**src/rtl/mux_sel_sequencer.sv**
```systemverilog
// mux_sel_sequencer: accepts a word and steps a mux select across it so the mux emits it serially
module mux_sel_sequencer #(
  parameter int WIDTH = 8,
  parameter int SEL_W = 3,
  parameter int HOLD = 1,
  parameter int MSB_FIRST = 0
)(
  input  logic             clk,
  input  logic             rst_n,
  input  logic             s_valid,
  input  logic [WIDTH-1:0] s_data,
  output logic             s_ready,
  input  logic             abort,
  output logic [WIDTH-1:0] mux_in,
  output logic [SEL_W-1:0] sel,
  output logic             sel_valid,
  output logic             first,
  output logic             last
);
  localparam int HW = HOLD > 1 ? $clog2(HOLD) : 1;
  localparam logic [SEL_W-1:0] START = MSB_FIRST != 0 ? SEL_W'(WIDTH-1) : '0;
  localparam logic [SEL_W-1:0] STOP = MSB_FIRST != 0 ? '0 : SEL_W'(WIDTH-1);
  localparam logic [HW-1:0] HMAX = HW'(HOLD-1);
  typedef enum logic {IDLE, RUN} state_t;
  state_t state_q, state_d;
  logic [WIDTH-1:0] mux_in_q, mux_in_d;
  logic [SEL_W-1:0] sel_q, sel_d, sel_step;
  logic [HW-1:0] hold_q, hold_d;
  logic sel_valid_q, sel_valid_d, first_q, first_d, last_q, last_d;
  logic fin, load, drop;
  // s_ready depends only on abort and state; a load in the final frame cycle reloads with no bubble
  always_comb begin
    fin = state_q == RUN && sel_q == STOP && hold_q == HMAX;
    s_ready = !abort && (state_q == IDLE || fin);
    load = s_valid && s_ready;
    drop = abort || (fin && !load);
    sel_step = MSB_FIRST != 0 ? sel_q - 1'b1 : sel_q + 1'b1;
    state_d = drop ? IDLE : load ? RUN : state_q;
    mux_in_d = load ? s_data : mux_in_q;
    sel_d = drop ? '0 : load ? START : (state_q == RUN && hold_q == HMAX) ? sel_step : sel_q;
    hold_d = (drop || load || hold_q == HMAX) ? '0 : state_q == RUN ? hold_q + 1'b1 : hold_q;
    sel_valid_d = state_d == RUN;
    first_d = state_d == RUN && sel_d == START;
    last_d = state_d == RUN && sel_d == STOP;
  end
  // registers with synchronous active-low reset
  always_ff @(posedge clk) begin
    if (!rst_n) begin
      state_q <= IDLE;
      mux_in_q <= '0;
      sel_q <= '0;
      hold_q <= '0;
      sel_valid_q <= 1'b0;
      first_q <= 1'b0;
      last_q <= 1'b0;
    end else begin
      state_q <= state_d;
      mux_in_q <= mux_in_d;
      sel_q <= sel_d;
      hold_q <= hold_d;
      sel_valid_q <= sel_valid_d;
      first_q <= first_d;
      last_q <= last_d;
    end
  end
  assign mux_in = mux_in_q;
  assign sel = sel_q;
  assign sel_valid = sel_valid_q;
  assign first = first_q;
  assign last = last_q;
endmodule

```
**config.mk**
```make
export PLATFORM = sky130hd
export DESIGN_NAME = mux_sel_sequencer
export DESIGN_NICKNAME = d
export VERILOG_FILES = /design/src/rtl/mux_sel_sequencer.sv
export SDC_FILE = /design/constraint.sdc
export NUM_CORES = 1
export LEC_CHECK = 0
export ABC_AREA = 1
export BUFFER_PORTS_ARGS = -buffer_cell sky130_fd_sc_hd__buf_2
export CAP_MARGIN = 0
export CORE_UTILIZATION = 46
export DETAILED_ROUTE_END_ITERATION = 10
export GPL_ROUTABILITY_DRIVEN = 0
export PLACE_DENSITY = 0.76
export SLEW_MARGIN = 0
export SYNTH_ARGS = -nofsm -noshare
export SYNTH_HDL_FRONTEND = slang
export SYNTH_SLANG_ARGS = --single-unit
```
**constraint.sdc**
```tcl
create_clock -name clk -period 2.1 [get_ports clk]
set_clock_uncertainty 0.15 [all_clocks]
set_input_delay 0.21 -clock clk [delete_from_list [all_inputs] [get_ports clk]]
set_output_delay 0.21 -clock clk [all_outputs]
set_load 0.05 [all_outputs]
```
==> results by group <==
GRT
  • GRT Util Overall: 0.1728
  • Initial antenna violation count: 0
  • Pin count of the biggest net entering global routing: 17
  • First-pass GRT wire length: ~1.9 mm
  • Vias in the first global route: 479
  • Grt total ovfl: 0

Critical path
  • Crit path launch type: flip-flop
  • CP Class: reg2out
  • Worst r2r src: sel[0]
  • Worst setup EP type: output port
  • Req. time, crit path: 1.74 ns
  • Worst R2R Path Depth: 7
  • Worst Path Arrival: 1.48 ns
  • R2R setup slack: 0.54 ns
  • Critical path peak fanout: 4
  • Critical R2R Capture: mux_in[4]

Pwr
  • Leak: 0.5126 nW
  • VDD IR max: 0.4586 mV
  • PwrDens: 641.3 nW/um^2

Routing
  • Antenna viol nets, final: 0
  • Pre-Repair DR Iteration Count: 3
  • Wirelength, routed: 1.300 mm
  • Number of remaining DRC errors: 0
  • Wire per inst: 8.497 um
  • Via count: around 660
  • Initial DRC count: 12
  • Vias/cell: 4.307

Floorplanning
  • Die Span Y: 41.17 um
  • Die X: 41.17 um
  • Initial core utilization: 0.5165
  • Core Area: approximately 1400 um^2
  • Die area: 1695 um^2
  • Boundary pin count: 27
  • FP Rows: 13

Timing
  • Slew Viols, Final: 0
  • Final worst-path cycle share: 0.8746
  • Final worst setup slack: 0.2633 ns
  • Final setup fails: 0
  • Max-slew headroom: 0.7674
  • Final hold slack: 0.004539 ns
  • Minimum clock period after layout: 1.837 ns
  • Final TNS setup: 0 ns
  • Slew @ Worst Pin: 0.3478 ns
  • RSZ-0062 raised after global routing: false
  • Max Clk Rate: 544.5 MHz
  • Final hold vios: 0

Logic synthesis
  • Cell variety after synth: 14
  • Largest family of logic cells by synthesized area: simple AND/OR/NAND/NOR gates
  • Post-synthesis sequential area ratio: 0.4255
  • XOR/XNOR Fraction of Synth Area: 0
  • Multiplexer area fraction after synthesis: 0
  • Syn Std Cell Area: 705.7 um^2
  • Post-Syn Nets: 119
  • Synth Area in Compound Gates: 0.04610
  • Synth Area in Simple Gates: 0.3706
  • Syn Area/Cell: 6.721 um^2
  • Fraction of the mapped netlist area in adder cells: 0.03546
  • Mapped Cells: 105
  • Yosys warns: 0
  • Yosys reg bits: 15

Hold path
  • Min-Delay Endpoint: mux_in[0]
  • Hold path depth: 3
  • Hold Startpoint: s_data[0]
  • Worst hold path type: in2reg

CTS
  • Sink Count: 15
  • CTS buffer count: 3
  • CTS tree: built
  • Htree depth: 1
  • Worst-path clk slew: roughly 0.080 ns
  • # Post-CTS Setup Buffers: 0
  • Clk Latency, worst-skew pair: 0.27 ns
  • Root Driver: clkbuf_4
  • Clock Path Buffers: 2

Flow run
  • MaxCap Viol Count: 0

Place
  • DP Worst Slack: 0.5399 ns
  • IO buf count: 26
  • DP HPWL: 962 um
  • Placed Instance Area: 839.6 um^2
  • Dpl cells: 144

Layout
  • Fin nets: 153
  • Ant diodes: 0
  • Fin cells: about 150
  • Synthesis-to-layout area growth: 29.79%
  • Post-route cell area: around 900 um^2
  • Layout cells sized above 1: 0.2391
  • Fillers: 116

Run status
  • Status: finished, final reports clean
-- cell usage after synthesis --
master | number | share of area
inv_1 | 18 | 0.096
ha_1 | 2 | 0.035
nor3_1 | 2 | 0.014
o211ai_2 | 1 | 0.018
nand3_4 | 1 | 0.025
dfxtp_1 | 15 | 0.43
a21oi_1 | 2 | 0.014
nand2_1 | 31 | 0.16
nand3_2 | 1 | 0.014
nor2_1 | 26 | 0.14
o21ai_0 | 2 | 0.014
buf_6 | 1 | 0.016
nand3_1 | 2 | 0.014
buf_4 | 1 | 0.011
-- critical path, stage by stage (launching register included) --
cell,delay [ns]
dfxtp_1,0.37
ha_1,0.16
ha_1,0.17
nand3_2,0.11
a21oi_2,0.13
buf_2,0.26
-- logic make-up after synthesis --
logic type	after synthesis
adders and majority gates	2
DFF	15
and+or+nand+nor	63
buffers and inverters	20
AOI/OAI and AO/OA	5
-- worst max-delay path by stage --
stage	startpoint	to	slack, ns
3_5_place_dp	sel[0]	mux_in[4]	0.54
2_1_floorplan	sel[0]	s_ready	0.05
5_1_grt	sel[0]	s_ready	0.12
3_3_place_gp	sel[0]	s_ready	0.58
6_report	sel[0]	s_ready	0.26
4_1_cts	sel[0]	s_ready	0.24
-- metrics by stage --
stage          utilization  total power (W)
6_report            0.6703        0.0005874
5_1_grt             0.6703        0.0006240
4_1_cts             0.6703        0.0005964
3_5_place_dp        0.6145        0.0004296
3_3_place_gp        0.6145        0.0004276
2_1_floorplan            -        0.0004022
-- sequential cells by signal (all words and copies together) (netlist names) --
register	count
state_q	1
first	1
last	1
sel	3
mux_in	8
hold_q	1
-- power by group --
| part | switching [W] | internal [W] | leakage, nW | total (W) |
|---|---|---|---|---|
| clock network | 0.0000842 | 0.0000736 | 0.0150 | 0.000158 |
| registers | 0.00000641 | 0.000297 | 0.123 | 0.000303 |
| logic | 0.0000886 | 0.0000378 | 0.375 | 0.000126 |
-- layer usage --
metal / vias up / wire length (um) / GRT usage
li1: 375 / - / -
met1: 269 / 617 / 0.2145
met2: 13 / 621 / 0.2656
met3: 2 / 55 / 0.06522
met4: 0 / 6 / 0.07258
met5: - / 0 / 0
-- layout make-up --
class / count / area, um^2 / area share
Sequential cell: 15 / 300.3 / 0.3279
Multi-Input combinational cell: 70 / 322.8 / 0.3525
Inverter: 18 / 67.56 / 0.07377
Tap cell: 15 / 18.77 / 0.02049
Timing Repair Buffer: 31 / 180.2 / 0.1967
Clock buffer: 4 / 26.28 / 0.02869
-- timing repair --
action / in CTS / in global routing
hold buffers: 5 / 0
hold endpoints to repair: 5 / 0
gates resized for setup: 0 / 0
-- cell usage in the layout (no fill, tap or decap), drive strengths merged --
master        n
nand3         4
o211ai        1
nor2         26
dfxtp        15
a21oi         2
dlygate4sd3   5
buf          26
o21ai         2
inv          18
nor3          2
nand2        31
ha            2
clkbuf        4
Note: power is estimated with default switching activity, not from simulation.
